$ cat config.mk
export PLATFORM = sky130hd
export DESIGN_NAME = pwm_fader_flat
export DESIGN_NICKNAME = d
export VERILOG_FILES = /design/src/rtl/pwm_pkg.sv /design/src/rtl/pwm_fader_if.sv /design/src/rtl/pwm_period_timer.sv /design/src/rtl/pwm_fader.sv /design/src/flat_wrapper.sv
export SDC_FILE = /design/constraint.sdc
export NUM_CORES = 1
export LEC_CHECK = 0
export ABC_CLOCK_PERIOD_IN_PS = 5350
export CAP_MARGIN = 10
export CORE_MARGIN = 8
export CORE_UTILIZATION = 54
export DETAILED_ROUTE_END_ITERATION = 10
export GPL_TIMING_DRIVEN = 0
export PLACE_DENSITY_LB_ADDON = 0.2
export SETUP_SLACK_MARGIN = 0.5
export SLEW_MARGIN = 20
export SYNTH_ARGS = -nofsm -noshare
export SYNTH_HDL_FRONTEND = slang
export SYNTH_SLANG_ARGS = --single-unit
$ cat constraint.sdc
create_clock -name clk -period 5.35 [get_ports clk]
set_clock_uncertainty 0.1 [all_clocks]
set_input_delay 0.535 -clock clk [delete_from_list [all_inputs] [get_ports clk]]
set_output_delay 0.535 -clock clk [all_outputs]
set_load 0.03 [all_outputs]
$ cat src/rtl/pwm_pkg.sv
// Shared definitions for the pwm fader slice: default widths and the fader FSM state type.
package pwm_pkg;

  localparam int unsigned PWM_WIDTH     = 8;
  localparam int unsigned PWM_DIV_WIDTH = 16;

  typedef enum logic [0:0] {
    StIdle = 1'b0,
    StRamp = 1'b1
  } fader_state_e;

endpackage

$ cat src/rtl/pwm_fader_if.sv
// Command channel of the pwm fader: target duty, step size and rate divider over valid/ready.
interface pwm_fader_if #(
  parameter int unsigned WIDTH     = pwm_pkg::PWM_WIDTH,
  parameter int unsigned DIV_WIDTH = pwm_pkg::PWM_DIV_WIDTH
);

  logic                 cmd_valid;
  logic                 cmd_ready;
  logic [WIDTH-1:0]     cmd_target;
  logic [WIDTH-1:0]     cmd_step;
  logic [DIV_WIDTH-1:0] cmd_div;

  modport master (
    output cmd_valid, cmd_target, cmd_step, cmd_div,
    input  cmd_ready
  );

  modport slave (
    input  cmd_valid, cmd_target, cmd_step, cmd_div,
    output cmd_ready
  );

endinterface

$ cat src/rtl/pwm_period_timer.sv
// Free-running PWM period counter plus the divider that turns period ends into update ticks.
module pwm_period_timer
  import pwm_pkg::*;
#(
  parameter int unsigned WIDTH     = PWM_WIDTH,
  parameter int unsigned DIV_WIDTH = PWM_DIV_WIDTH
) (
  input  logic                 clk,
  input  logic                 rst,
  input  logic                 clear,
  input  logic [DIV_WIDTH-1:0] div_l,
  output logic                 period_tick,
  output logic                 update_tick
);

  logic [WIDTH-1:0]     pc_q;
  logic [DIV_WIDTH-1:0] div_cnt_q, div_cnt_d;

  assign period_tick = &pc_q;
  assign update_tick = period_tick && (div_cnt_q == div_l);

  // A command accept restarts the divider so the first step waits a full div_l+1 periods.
  always_comb begin
    div_cnt_d = div_cnt_q;
    if (clear) begin
      div_cnt_d = '0;
    end else if (period_tick) begin
      div_cnt_d = (div_cnt_q == div_l) ? '0 : div_cnt_q + 1'b1;
    end
  end

  always_ff @(posedge clk or negedge rst) begin
    if (!rst) begin
      pc_q      <= '0;
      div_cnt_q <= '0;
    end else begin
      pc_q      <= pc_q + 1'b1;
      div_cnt_q <= div_cnt_d;
    end
  end

endmodule

$ cat src/rtl/pwm_fader.sv
// Duty-cycle ramp generator feeding a pwm stage; duty moves one clamped step per update tick,
// and only on the edge that ends a PWM period.
module pwm_fader
  import pwm_pkg::*;
#(
  parameter int unsigned WIDTH     = PWM_WIDTH,
  parameter int unsigned DIV_WIDTH = PWM_DIV_WIDTH
) (
  input  logic             clk,
  input  logic             rst,
  pwm_fader_if.slave       cmd,
  input  logic             abort,
  output logic [WIDTH-1:0] duty,
  output logic             busy,
  output logic             done,
  output logic             period_tick
);

  fader_state_e         state_q, state_d;
  logic [WIDTH-1:0]     duty_q, duty_d;
  logic [WIDTH-1:0]     target_q, target_d;
  logic [WIDTH-1:0]     step_q, step_d;
  logic [DIV_WIDTH-1:0] div_q, div_d;
  logic                 done_q, done_d;
  logic                 accept;
  logic                 update_tick;

  logic [WIDTH:0] duty_x, target_x, step_x, ramp_next;

  pwm_period_timer #(
    .WIDTH     (WIDTH),
    .DIV_WIDTH (DIV_WIDTH)
  ) u_timer (
    .clk         (clk),
    .rst         (rst),
    .clear       (accept),
    .div_l       (div_q),
    .period_tick (period_tick),
    .update_tick (update_tick)
  );

  assign duty_x   = {1'b0, duty_q};
  assign target_x = {1'b0, target_q};
  assign step_x   = {1'b0, step_q};

  // One extra bit keeps the sum and the clamp limit from wrapping, so no overshoot.
  always_comb begin
    ramp_next = target_x;
    if (target_q > duty_q) begin
      if (duty_x + step_x < target_x) begin
        ramp_next = duty_x + step_x;
      end
    end else if (duty_x >= target_x + step_x) begin
      ramp_next = duty_x - step_x;
    end
  end

  always_comb begin
    state_d  = state_q;
    duty_d   = duty_q;
    target_d = target_q;
    step_d   = step_q;
    div_d    = div_q;
    done_d   = 1'b0;
    accept   = 1'b0;
    unique case (state_q)
      StIdle: begin
        if (cmd.cmd_valid) begin
          accept   = 1'b1;
          target_d = cmd.cmd_target;
          step_d   = (cmd.cmd_step == '0) ? {{(WIDTH-1){1'b0}}, 1'b1} : cmd.cmd_step;
          div_d    = cmd.cmd_div;
          if (cmd.cmd_target == duty_q) begin
            done_d = 1'b1;
          end else begin
            state_d = StRamp;
          end
        end
      end
      StRamp: begin
        if (abort) begin
          state_d = StIdle;
        end else if (update_tick) begin
          duty_d = ramp_next[WIDTH-1:0];
          if (ramp_next == target_x) begin
            state_d = StIdle;
            done_d  = 1'b1;
          end
        end
      end
    endcase
  end

  always_ff @(posedge clk or negedge rst) begin
    if (!rst) begin
      state_q  <= StIdle;
      duty_q   <= '0;
      target_q <= '0;
      step_q   <= '0;
      div_q    <= '0;
      done_q   <= 1'b0;
    end else begin
      state_q  <= state_d;
      duty_q   <= duty_d;
      target_q <= target_d;
      step_q   <= step_d;
      div_q    <= div_d;
      done_q   <= done_d;
    end
  end

  assign cmd.cmd_ready = (state_q == StIdle);
  assign duty          = duty_q;
  assign busy          = (state_q == StRamp);
  assign done          = done_q;

endmodule

$ cat src/flat_wrapper.sv
// flat-port wrapper written by rule: the top's interface ports become plain ports
module pwm_fader_flat import pwm_pkg::*;
#(
  parameter int unsigned WIDTH     = PWM_WIDTH,
  parameter int unsigned DIV_WIDTH = PWM_DIV_WIDTH
)
  (clk, rst, abort, duty, busy, done, period_tick, cmd_cmd_valid, cmd_cmd_target, cmd_cmd_step, cmd_cmd_div, cmd_cmd_ready);
  pwm_fader_if #(.WIDTH(WIDTH), .DIV_WIDTH(DIV_WIDTH)) cmd_i ();
  input  logic clk;
  input  logic rst;
  input  logic abort;
  output logic [WIDTH-1:0] duty;
  output logic busy;
  output logic done;
  output logic period_tick;
  input wire logic [$bits(cmd_i.cmd_valid)-1:0] cmd_cmd_valid;
  input wire logic [$bits(cmd_i.cmd_target)-1:0] cmd_cmd_target;
  input wire logic [$bits(cmd_i.cmd_step)-1:0] cmd_cmd_step;
  input wire logic [$bits(cmd_i.cmd_div)-1:0] cmd_cmd_div;
  output wire logic [$bits(cmd_i.cmd_ready)-1:0] cmd_cmd_ready;
  assign cmd_i.cmd_valid = cmd_cmd_valid;
  assign cmd_i.cmd_target = cmd_cmd_target;
  assign cmd_i.cmd_step = cmd_cmd_step;
  assign cmd_i.cmd_div = cmd_cmd_div;
  assign cmd_cmd_ready = cmd_i.cmd_ready;
  pwm_fader #(.WIDTH(WIDTH), .DIV_WIDTH(DIV_WIDTH)) u_core (.clk(clk), .rst(rst), .cmd(cmd_i), .abort(abort), .duty(duty), .busy(busy), .done(done), .period_tick(period_tick));
endmodule
==> results.cfg, run 1 <==
[setup_path]
cp.arrival_ns = 4.62
crit_path_end_kind = register
kind_of_launch_point_of_the_worst_setup_path = register
classification_of_the_worst_setup_path = register to register
cp.required_ns = 5.46
rrSetupSlack_ns = 0.84
critical_path.max_fanout = 6

[pwr]
power_frac_seq = 0.337
pwr-share-clk = 0.257
net_switching_power_mw = 0.7012
power_switching_share = 0.3820
cellInternalPower_mw = 1.134
vdd_ir_drop_max_mv = 0.1407
report.power.total_mw = 1.835
leakagePower_nw = 2.728
p_comb_frac = 0.406
cellPowerDensity_nw_per_um2 = 315.6

[drt]
drc_errors = 0
route.antenna.remaining_nets = 0
wire_per_inst_um = 17.94
totalWireLength_um = 13270
post_drt_via_cell_ratio = 5.738
drt_iter0_markers = 369
drt_pass1_iterations = 5
via_count = 4246

[sta]
grt_setup_unrepaired = false
fmaxAchievable_mhz = 221.8
max-slew-margin-rel = 0.4939
finalCriticalPeriod_ns = 4.510
post-route-worst-setup-slack_ns = 0.8405
fin_crit_sh = 0.8429
max_slew.worst_pin.slew_ns = 0.7533
timing.final.hold_violations = 0
timing.final.max_slew_violations = 0
setup_viol = 0
fin_setup_tns_ns = 0

[die]
fp.dieW_um = 111.5
pin_count = 48
start_util = 0.5455
die-area_um2 = 12420
die-height_um = 111.5
standard_cell_core_area_um2 = 9021
placement_rows = 35

[cts]
clkSinkCount = 66
clk_pin_slew_ns = 0.08
numCtsBuffers = 9
cts_tree = done
clk_latency_ns = 0.35
clock_tree.htree_level_count = 3
clockBufferDepth = 2
clock_tree.root_cell = clkbuf_8

[synthesis]
post_syn_instances = 563
synth-warning-count = 0
synth-edff-count = 0
post_synth_and_or_nand_nor_area_fraction = 0.1805
synth-async-reset-ratio = 1.000
synth_area_per_cell_um2 = 8.741
synth_top_family_by_area = compound AO/OA/AOI/OAI gates
post_synth_num_cell_types = 67
synth-seq-cells = 66
arithmetic_cell_share_of_the_synthesized_area_counting_full_adders_half_adders_and_majority_gates = 0.1368
synth_sequential_area_ratio = 0.3356
synth-compound-area-share = 0.1864
mappedNetlistArea_um2 = 4921
synth_fp_nets = 651
synth.area.mux_share = 0.002288
yosys_most_used_dff = dfrtp_1
synth_xor_area_frac = 0.1086

[placement]
port_buffers = 47
dp_hpwl_um = 10100
placement.setup.worst_slack_ns = 0.6496
place.gp.congestion = 0.9344

[finish]
final_cell_mix = 91 x nand2_1, 65 x dfrtp_1, 49 x ha_1
insertedDiodeCount = 0
most_common_cell_after_layout_fill_and_taps_aside = nand2_1
final_layout_size_suffix_gt1_frac = 0.07790
syn2layout_area_growth_pct = 18.18
layout.nets = 713

[job]
number_of_max_capacitance_violations_reported = 0

[worst_hold_path]
hold_path_class = register to register

[global_routing]
number_of_antenna_violations_at_the_first_check_in_global_routing = 0
grt_pass1_vias = 4369
grt_start_max_net_pins = 56
first_pass_grt_wire_length_um = 22160
grt_remaining_overflow = 0
grt_util_all_layers = 0.2183

[status]
run_status = finished, final reports clean
-- cells in the mapped netlist, types with 3 or more instances --
cell type / instances / area [um2]
o41ai_1: 4 / 35.03
xor2_1: 35 / 306.5
o21ai_0: 29 / 145.1
nor2b_1: 6 / 37.54
nand2_1: 91 / 341.6
xnor2_1: 26 / 227.7
a21oi_1: 21 / 105.1
a211oi_1: 4 / 30.03
o21a_1: 3 / 22.52
o21bai_1: 3 / 22.52
a22o_1: 3 / 26.28
or2_2: 3 / 18.77
nand3_1: 13 / 65.06
a21o_1: 11 / 82.58
ha_1: 49 / 613.1
inv_1: 37 / 138.9
nor3_1: 6 / 30.03
nor2_1: 44 / 165.2
nand2b_1: 5 / 31.28
nor4_1: 5 / 31.28
o31ai_1: 3 / 22.52
o211ai_1: 6 / 45.04
clkbuf_1: 10 / 37.54
fa_1: 3 / 60.06
o22ai_1: 4 / 25.02
and3_1: 6 / 37.54
buf_4: 3 / 22.52
o21ai_1: 7 / 35.03
nand4_1: 9 / 56.30
dfrtp_1: 66 / 1652
-- through the flow --
stage	hold slack, ns	area [um2]	util	instances
2_1_floorplan	0.1394	4921	-	563
3_3_place_gp	0.3592	5530	0.6130	721
3_5_place_dp	0.3065	5555	0.6158	722
4_1_cts	0.3767	5782	0.6409	738
5_1_grt	0.3929	5816	0.6447	740
6_report	0.3736	5816	0.6447	740
-- final timing paths --
check,cells past startpoint,to,start
max,17,u_core.busy,u_core.duty[0]
min,1,u_core.u_timer.pc_q[7],u_core.u_timer.pc_q[7]
max reg2reg,17,u_core.busy,u_core.duty[0]
min reg2reg,1,u_core.u_timer.pc_q[7],u_core.u_timer.pc_q[7]
max in group asynchronous,3,u_core.div_q[8],rst
min in group asynchronous,2,u_core.step_q[1],rst
-- power by group through the flow --
stage | clock network [mW] | registers [mW] | logic [mW]
CTS | 0.479 | 0.616 | 0.718
detailed placement | 0 | 0.625 | 0.710
global placement | 0 | 0.624 | 0.693
finish | 0.471 | 0.618 | 0.746
global route | 0.499 | 0.626 | 0.828
floorplan | 0 | 0.603 | 0.524
-- sequential cells by signal, indices dropped and copies added, names as in the netlist --
register and flops:
u_core.div_q 16, u_core.u_timer.div_cnt_q 16, u_core.done 1, u_core.busy 1
u_core.u_timer.pc_q 8, u_core.step_q 8, u_core.target_q 8, u_core.duty 8
-- area by class of cell --
type,instances,area [um2]
Fill cell,765,3206
Sequential cell,66,1653
Clock buffer,9,123.9
Tap cell,111,138.9
Clock inverter,6,92.59
Multi-Input combinational cell,440,3040
Inverter,40,152.6
Timing Repair Buffer,51,520.5
Buffer,17,93.84
-- what timing repair did --
item / in CTS / in global routing
setup buffers: 0 / 2
endpoints found under the setup margin: 0 / 2
resized for setup: 0 / 6
hold buffers: 1 / 0
hold endpoints to repair: 11 / 0
-- metal layers --
metal / wire length [um] / vias to the layer above / track usage
li1: - / 2081 / -
met1: 6222 / 2023 / 0.2944
met2: 5982 / 130 / 0.3382
met3: 884 / 12 / 0.05538
met4: 183 / 0 / 0.05867
met5: 0 / - / 0
-- cells by family (layout without fill, tap and decap cells) --
group           after synthesis  after routing
simple gates                197            197
compound gates              129            129
flops                        66             66
xor+xnor                     61             61
buf+inv                      57            123
fa+ha+maj                    52             52
mux                           1              1
-- critical path, stage by stage, from the launching register on --
cell	delay (ns)
dfrtp_1	0.46
ha_1	0.25
fa_1	0.46
nand2b_1	0.13
a2bb2oi_1	0.12
a221oi_2	0.35
or2b_1	0.17
nand2_1	0.09
ha_1	0.30
nand3_1	0.16
o221ai_1	0.17
a211oi_2	0.26
o221a_2	0.28
a21boi_1	0.23
nor3_1	0.08
a31o_1	0.20
a2111oi_2	0.44
o32ai_1	0.13
Power figures use the tool's default switching activity.
==> inputs of run 2 (changes only) <==
--- a/config.mk
+++ b/config.mk
@@ -5,10 +5,10 @@
 export SDC_FILE = /design/constraint.sdc
 export NUM_CORES = 1
 export LEC_CHECK = 0
-export ABC_CLOCK_PERIOD_IN_PS = 5350
+export ABC_CLOCK_PERIOD_IN_PS = 3800
 export CAP_MARGIN = 10
 export CORE_MARGIN = 8
-export CORE_UTILIZATION = 54
+export CORE_UTILIZATION = 53
 export DETAILED_ROUTE_END_ITERATION = 10
 export GPL_TIMING_DRIVEN = 0
 export PLACE_DENSITY_LB_ADDON = 0.2
==> constraint.sdc (replaced) <==
create_clock -name clk -period 3.8 [get_ports clk]
set_clock_uncertainty 0.1 [all_clocks]
set_input_delay 0.38 -clock clk [delete_from_list [all_inputs] [get_ports clk]]
set_output_delay 0.38 -clock clk [all_outputs]
set_load 0.03 [all_outputs]
==> run 2 against run 1 <==
Sequential power rose by 40%. The run now ends with setup timing left. Wire length rose by 8.0%. Critical path depth unchanged. Combinational power up 69%. Clock-buffer cell count increased by 1. Non-clock buffer count up 20. Global-route usage rose by 1.0 points. Largest power group unchanged. Register-to-register slack worse by 1.2 ns. Worst setup slack worse by 1.2 ns. Clock power rose by 59%. First-iteration DRC count decreased by 28%. Fmax grew 8.0%. Critical endpoint unchanged.
==> results.cfg, run 2 (synthesis results as in run 1) <==
[drt]
totalWireLength_um = 14330
via_count = 4381
drt_pass1_iterations = 4
drt_iter0_markers = 267
wire_per_inst_um = 18.83
route.antenna.remaining_nets = 0
post_drt_via_cell_ratio = 5.757
drc_errors = 0

[sta]
fin_setup_tns_ns = -2.888
finalCriticalPeriod_ns = 4.174
hold_slack_ns = 0.3150
timing.final.max_slew_violations = 0
grt_setup_unrepaired = true
fmaxAchievable_mhz = 239.6
max-slew-margin-rel = 0.4461
max_slew.worst_pin.slew_ns = 0.8221
setup_viol = 10
timing.final.hold_violations = 0
post-route-worst-setup-slack_ns = -0.3739
fin_crit_sh = 1.098

[worst_hold_path]
hold_path_class = input port to asynchronous set/reset pin

[die]
placement_rows = 35
fp.dieW_um = 112.4
die-area_um2 = 12620
pin_count = 48
start_util = 0.5402
standard_cell_core_area_um2 = 9109
die-height_um = 112.4

[global_routing]
grt_remaining_overflow = 0
number_of_antenna_violations_at_the_first_check_in_global_routing = 0
grt_util_all_layers = 0.2284
grt_start_max_net_pins = 57
first_pass_grt_wire_length_um = 22850
grt_pass1_vias = 4296

[placement]
cell_count_post_placement = 722
place.gp.congestion = 1.008
dp_hpwl_um = 10790
placement.setup.worst_slack_ns = -0.5984
port_buffers = 47

[setup_path]
kind_of_launch_point_of_the_worst_setup_path = register
setup.worst_path.start = u_core.duty[0]
rrSetupSlack_ns = -0.37
crit_end = u_core.busy
classification_of_the_worst_setup_path = register to register
regToRegStartpoint = u_core.duty[0]
crit_path_end_kind = register
crit-reg2reg-capture = u_core.busy
reg2regPathDepth = 17
cp.arrival_ns = 4.28
critical_path.max_fanout = 6
cp.required_ns = 3.91

[cts]
clkSinkCount = 66
clk_latency_ns = 0.35
clock_tree.root_cell = clkbuf_8
numCtsBuffers = 9
clockBufferDepth = 2
clk_pin_slew_ns = 0.08
clock_tree.htree_level_count = 3
cts_tree = done

[finish]
layout.nets = 733
final_non_filler_cell_total = 761
final_cell_mix = 91 x nand2_1, 58 x dfrtp_1, 46 x ha_1, 46 x clkdlybuf4s50_1, 43 x nor2_1
final_layout_size_suffix_gt1_frac = 0.1585
syn2layout_area_growth_pct = 25.99
utilization = 0.6806
most_common_cell_after_layout_fill_and_taps_aside = nand2_1
fillCellCount = 797
registers_with_the_most_flip_flops = u_core.div_q (16), u_core.u_timer.div_cnt_q (16)
insertedDiodeCount = 0

[job]
number_of_max_capacitance_violations_reported = 0

[status]
violations = setup timing
run_status = finished with violations

[pwr]
leakagePower_nw = 2.866
vdd_ir_drop_max_mv = 0.2335
cellPowerDensity_nw_per_um2 = 463.2
-- run 2: report_power, final --
part           total (mW)  switching, mW  internal [mW]
combinational        1.26          0.704          0.557
clock               0.748          0.292          0.456
sequential          0.863         0.0874          0.775
-- run 2: final cells by class --
cell class	count	area, um2	area share
inverter	40	152.6	0.02462
timing repair buffer	71	681.9	0.1100
sequential	66	1662	0.2680
multi-input combinational	440	3211	0.5179
tap	111	138.9	0.02240
clock inverter	6	112.6	0.01816
buffer	17	103.9	0.01675
clock buffer	10	137.6	0.02220
-- run 2: worst min-delay path by stage --
stage | from | endpoint | slack, ns | cells after the start
2_1_floorplan | rst | u_core.busy | -0.02 | 0
4_1_cts | rst | u_core.step_q[3] | 0.32 | 2
3_5_place_dp | rst | u_core.step_q[2] | 0.15 | 1
3_3_place_gp | u_core.u_timer.pc_q[7] | u_core.u_timer.pc_q[7] | 0.36 | 1
6_report | rst | u_core.step_q[2] | 0.32 | 2
5_1_grt | rst | u_core.step_q[5] | 0.36 | 2
-- run 2: critical path: stages, from the launching register on --
cell	delay, ns
dfrtp_2	0.46
ha_2	0.21
fa_2	0.39
nand2b_1	0.12
a2bb2oi_2	0.09
a221oi_2	0.33
or2b_1	0.17
nand2_1	0.07
ha_1	0.31
nand3_2	0.13
o221ai_1	0.15
a211oi_2	0.33
o221a_4	0.24
a21boi_2	0.19
nor3_2	0.07
a31o_1	0.23
a2111oi_4	0.31
o32ai_1	0.12
-- run 2: through the flow --
| stage | power, mW | cell area [um2] |
|---|---|---|
| after floorplan | 1.613 | 4981 |
| after global placement | 1.896 | 5590 |
| after detailed placement | 1.927 | 5615 |
| after CTS | 2.797 | 6085 |
| after global routing | 3.020 | 6200 |
| final | 2.872 | 6200 |
-- run 2: what timing repair did --
| action | 4_1_cts | 5_1_grt |
|---|---|---|
| gates resized for setup | 16 | 14 |
| setup buffers | 16 | 6 |
| pin swaps | 9 | 5 |
| hold buffers | 1 | 0 |
| setup endpoints to repair | 10 | 10 |
| hold endpoints to repair | 10 | 0 |
-- run 2: per-layer routing --
| layer | vias up | track usage | routed length (um) | share of wire |
|---|---|---|---|---|
| met3 | 17 | 0.03221 | 613 | 0.043 |
| met5 | - | 0 | 0 | 0 |
| met1 | 2131 | 0.3147 | 6936 | 0.48 |
| met4 | 0 | 0.06835 | 206 | 0.014 |
| met2 | 99 | 0.3629 | 6575 | 0.46 |
| li1 | 2134 | - | - | - |
==> inputs of run 3 (changes only) <==
--- a/config.mk
+++ b/config.mk
@@ -7,7 +7,6 @@
 export LEC_CHECK = 0
 export ABC_CLOCK_PERIOD_IN_PS = 3800
 export CAP_MARGIN = 10
-export CORE_MARGIN = 8
 export CORE_UTILIZATION = 53
 export DETAILED_ROUTE_END_ITERATION = 10
 export GPL_TIMING_DRIVEN = 0
==> run 3 against run 2 <==
The run ends with DRC, setup timing left. Via count increased by 3.7%. Sequential share of layout area down 0.11 points. Fmax is 1.1% lower. Final area increased by 0.48%. Power decreased by 3.6%. Register-to-register slack worse by 0.05 ns. Sequential power is essentially flat. First-iteration DRC count rose by 7.1%. Wire length shrank 3.0%. Hold slack improved by 0.055 ns. Critical path type unchanged. Largest cell class unchanged.
==> results.cfg, run 3 (synthesis results as in run 1) <==
[setup_path]
crit_slowest_cell = or4b_4
crit_end = u_core.busy
classification_of_the_worst_setup_path = register to register
setup.worst_path.start = u_core.step_q[1]
crit_path_cell_trace = ha_4, a21o_1, a21oi_2, o21bai_1, a21oi_2, o21bai_1, a21oi_1, xor2_1, ha_1, and3_4, a221o_1, a41oi_1, or4b_4, a211oi_4, nor3_2, a31o_1, a2111oi_4, o32ai_1
kind_of_launch_point_of_the_worst_setup_path = register
regToRegStartpoint = u_core.step_q[1]
critical-path-max-stage-delay_ns = 0.58
crit-reg2reg-capture = u_core.busy
critical_path.max_fanout = 4
cp.required_ns = 3.91
rrSetupSlack_ns = -0.42
crit_path_end_kind = register
cp.arrival_ns = 4.33
reg2regPathDepth = 18

[sta]
post-route-worst-setup-slack_ns = -0.4218
timing.final.max_slew_violations = 0
grt_setup_unrepaired = true
finalCriticalPeriod_ns = 4.222
max-slew-margin-rel = 0.5038
hold_slack_ns = 0.3705
timing.final.hold_violations = 0
setup_viol = 10
fin_crit_sh = 1.111
max_slew.worst_pin.slew_ns = 0.7375
fmaxAchievable_mhz = 236.9

[die]
fp.dieW_um = 98.36
start_util = 0.5561
die-area_um2 = 9674
pin_count = 48
placement_rows = 34
die-height_um = 98.36
standard_cell_core_area_um2 = 8848

[cts]
clkSinkCount = 66
clk_pin_slew_ns = 0.08
clock_tree.htree_level_count = 3
clk_latency_ns = 0.35
clockBufferDepth = 2
cts_tree = done
clock_tree.root_cell = clkbuf_8
numCtsBuffers = 9

[worst_hold_path]
hold_path_class = input port to asynchronous set/reset pin

[pwr]
leakagePower_nw = 2.869
cellInternalPower_mw = 1.678
vdd_ir_drop_max_mv = 0.2332
cellPowerDensity_nw_per_um2 = 444.3
pwr-share-clk = 0.215
power_frac_seq = 0.313
power_switching_share = 0.3939
p_comb_frac = 0.472
report.power.total_mw = 2.768
net_switching_power_mw = 1.090

[finish]
most_common_cell_after_layout_fill_and_taps_aside = nand2_1
registers_with_the_most_flip_flops = u_core.div_q (16), u_core.u_timer.div_cnt_q (16)
layout.nets = 736
fillCellCount = 703
final_cell_mix = 90 x nand2_1, 57 x dfrtp_1, 46 x clkdlybuf4s50_1
stdcell_area_um2 = 6230
syn2layout_area_growth_pct = 26.60
utilization = 0.7040
final_layout_size_suffix_gt1_frac = 0.1700
insertedDiodeCount = 0

[global_routing]
grt_start_max_net_pins = 48
grt_pass1_vias = 4500
grt_remaining_overflow = 0
grt_util_all_layers = 0.3022
number_of_antenna_violations_at_the_first_check_in_global_routing = 0
first_pass_grt_wire_length_um = 22700

[drt]
wire_per_inst_um = 18.26
drt_pass1_iterations = 8
post_drt_via_cell_ratio = 5.970
drt_iter0_markers = 286
drc_errors = 5
route.antenna.remaining_nets = 0
via_count = 4543
totalWireLength_um = 13890

[status]
violations = DRC, setup timing
run_status = finished with violations

[placement]
port_buffers = 47
dp_hpwl_um = 10020
place.gp.congestion = 0.9794
placement.cell_area_um2 = 5612

[job]
number_of_max_capacitance_violations_reported = 0
-- run 3: cell count changes in the layout (fill, tap and decap cells not counted), moves of 2 or more --
cell,before,now
buf_4,22,25
buf_6,7,5
bufinv_16,3,1
o22ai_1,3,1
o22ai_4,0,2
-- run 3: metrics by stage --
step	setup slack (ns)	setup TNS [ns]	std cells
3_3_place_gp	-0.5878	-3.609	718
6_report	-0.4218	-2.969	761
4_1_cts	-0.3379	-2.646	758
3_5_place_dp	-0.6633	-3.817	719
5_1_grt	-0.6106	-4.780	761
2_1_floorplan	-0.01202	-0.03074	563
-- run 3: layout make-up --
| type | instances | area, um2 | area share |
|---|---|---|---|
| Inverter | 40 | 152.6 | 0.02450 |
| Clock buffer | 9 | 123.9 | 0.01988 |
| Tap cell | 108 | 135.1 | 0.02169 |
| Clock inverter | 7 | 75.07 | 0.01205 |
| Multi-Input combinational cell | 440 | 3259 | 0.5232 |
| Buffer | 17 | 107.6 | 0.01727 |
| Sequential cell | 66 | 1663 | 0.2669 |
| Timing Repair Buffer | 74 | 713.2 | 0.1145 |
-- run 3: what timing repair did --
action,in CTS,in global routing
pin swaps,11,5
gates resized for setup,25,11
setup endpoints to repair,10,10
hold buffers,1,0
endpoints found under the hold margin,19,0
setup buffers,22,3
-- run 3: worst min-delay path by stage --
| stage | from | slack, ns | endpoint | cells past startpoint |
|---|---|---|---|---|
| 6_report | rst | 0.37 | u_core.step_q[2] | 2 |
| 5_1_grt | rst | 0.38 | u_core.step_q[0] | 2 |
| 4_1_cts | rst | 0.35 | u_core.step_q[0] | 2 |
| 3_5_place_dp | rst | 0.18 | u_core.step_q[2] | 1 |
| 3_3_place_gp | u_core.u_timer.pc_q[7] | 0.36 | u_core.u_timer.pc_q[7] | 1 |
| 2_1_floorplan | rst | -0.02 | u_core.busy | 0 |
-- run 3: power by group through the flow --
| stage | clock (mW) | sequential, mW | combinational [mW] |
|---|---|---|---|
| after floorplan | 0 | 0.849 | 0.764 |
| after global routing | 0.640 | 0.873 | 1.43 |
| final | 0.596 | 0.866 | 1.31 |
| after detailed placement | 0 | 0.879 | 1.03 |
| after CTS | 0.608 | 0.865 | 1.22 |
| after global placement | 0 | 0.880 | 0.993 |
-- run 3: routing by layer --
metal  vias to the layer above  track usage  share of wire
met5                         -            0              0
met4                         0       0.1045          0.026
met3                        34      0.05941          0.071
met2                       181       0.4680           0.45
met1                      2194       0.4231           0.46
li1                       2134            -              -
-- run 3: worst max-delay path, delay by kind of cell, from the launching register on --
kind                     cells  cell delay [ns]
AO/OA/AOI/OAI               12             2.04
adder cells (fa/ha/maj)      2             0.55
AND/OR/NAND/NOR              3             0.84
flip-flops                   1             0.45
XOR/XNOR                     1             0.09
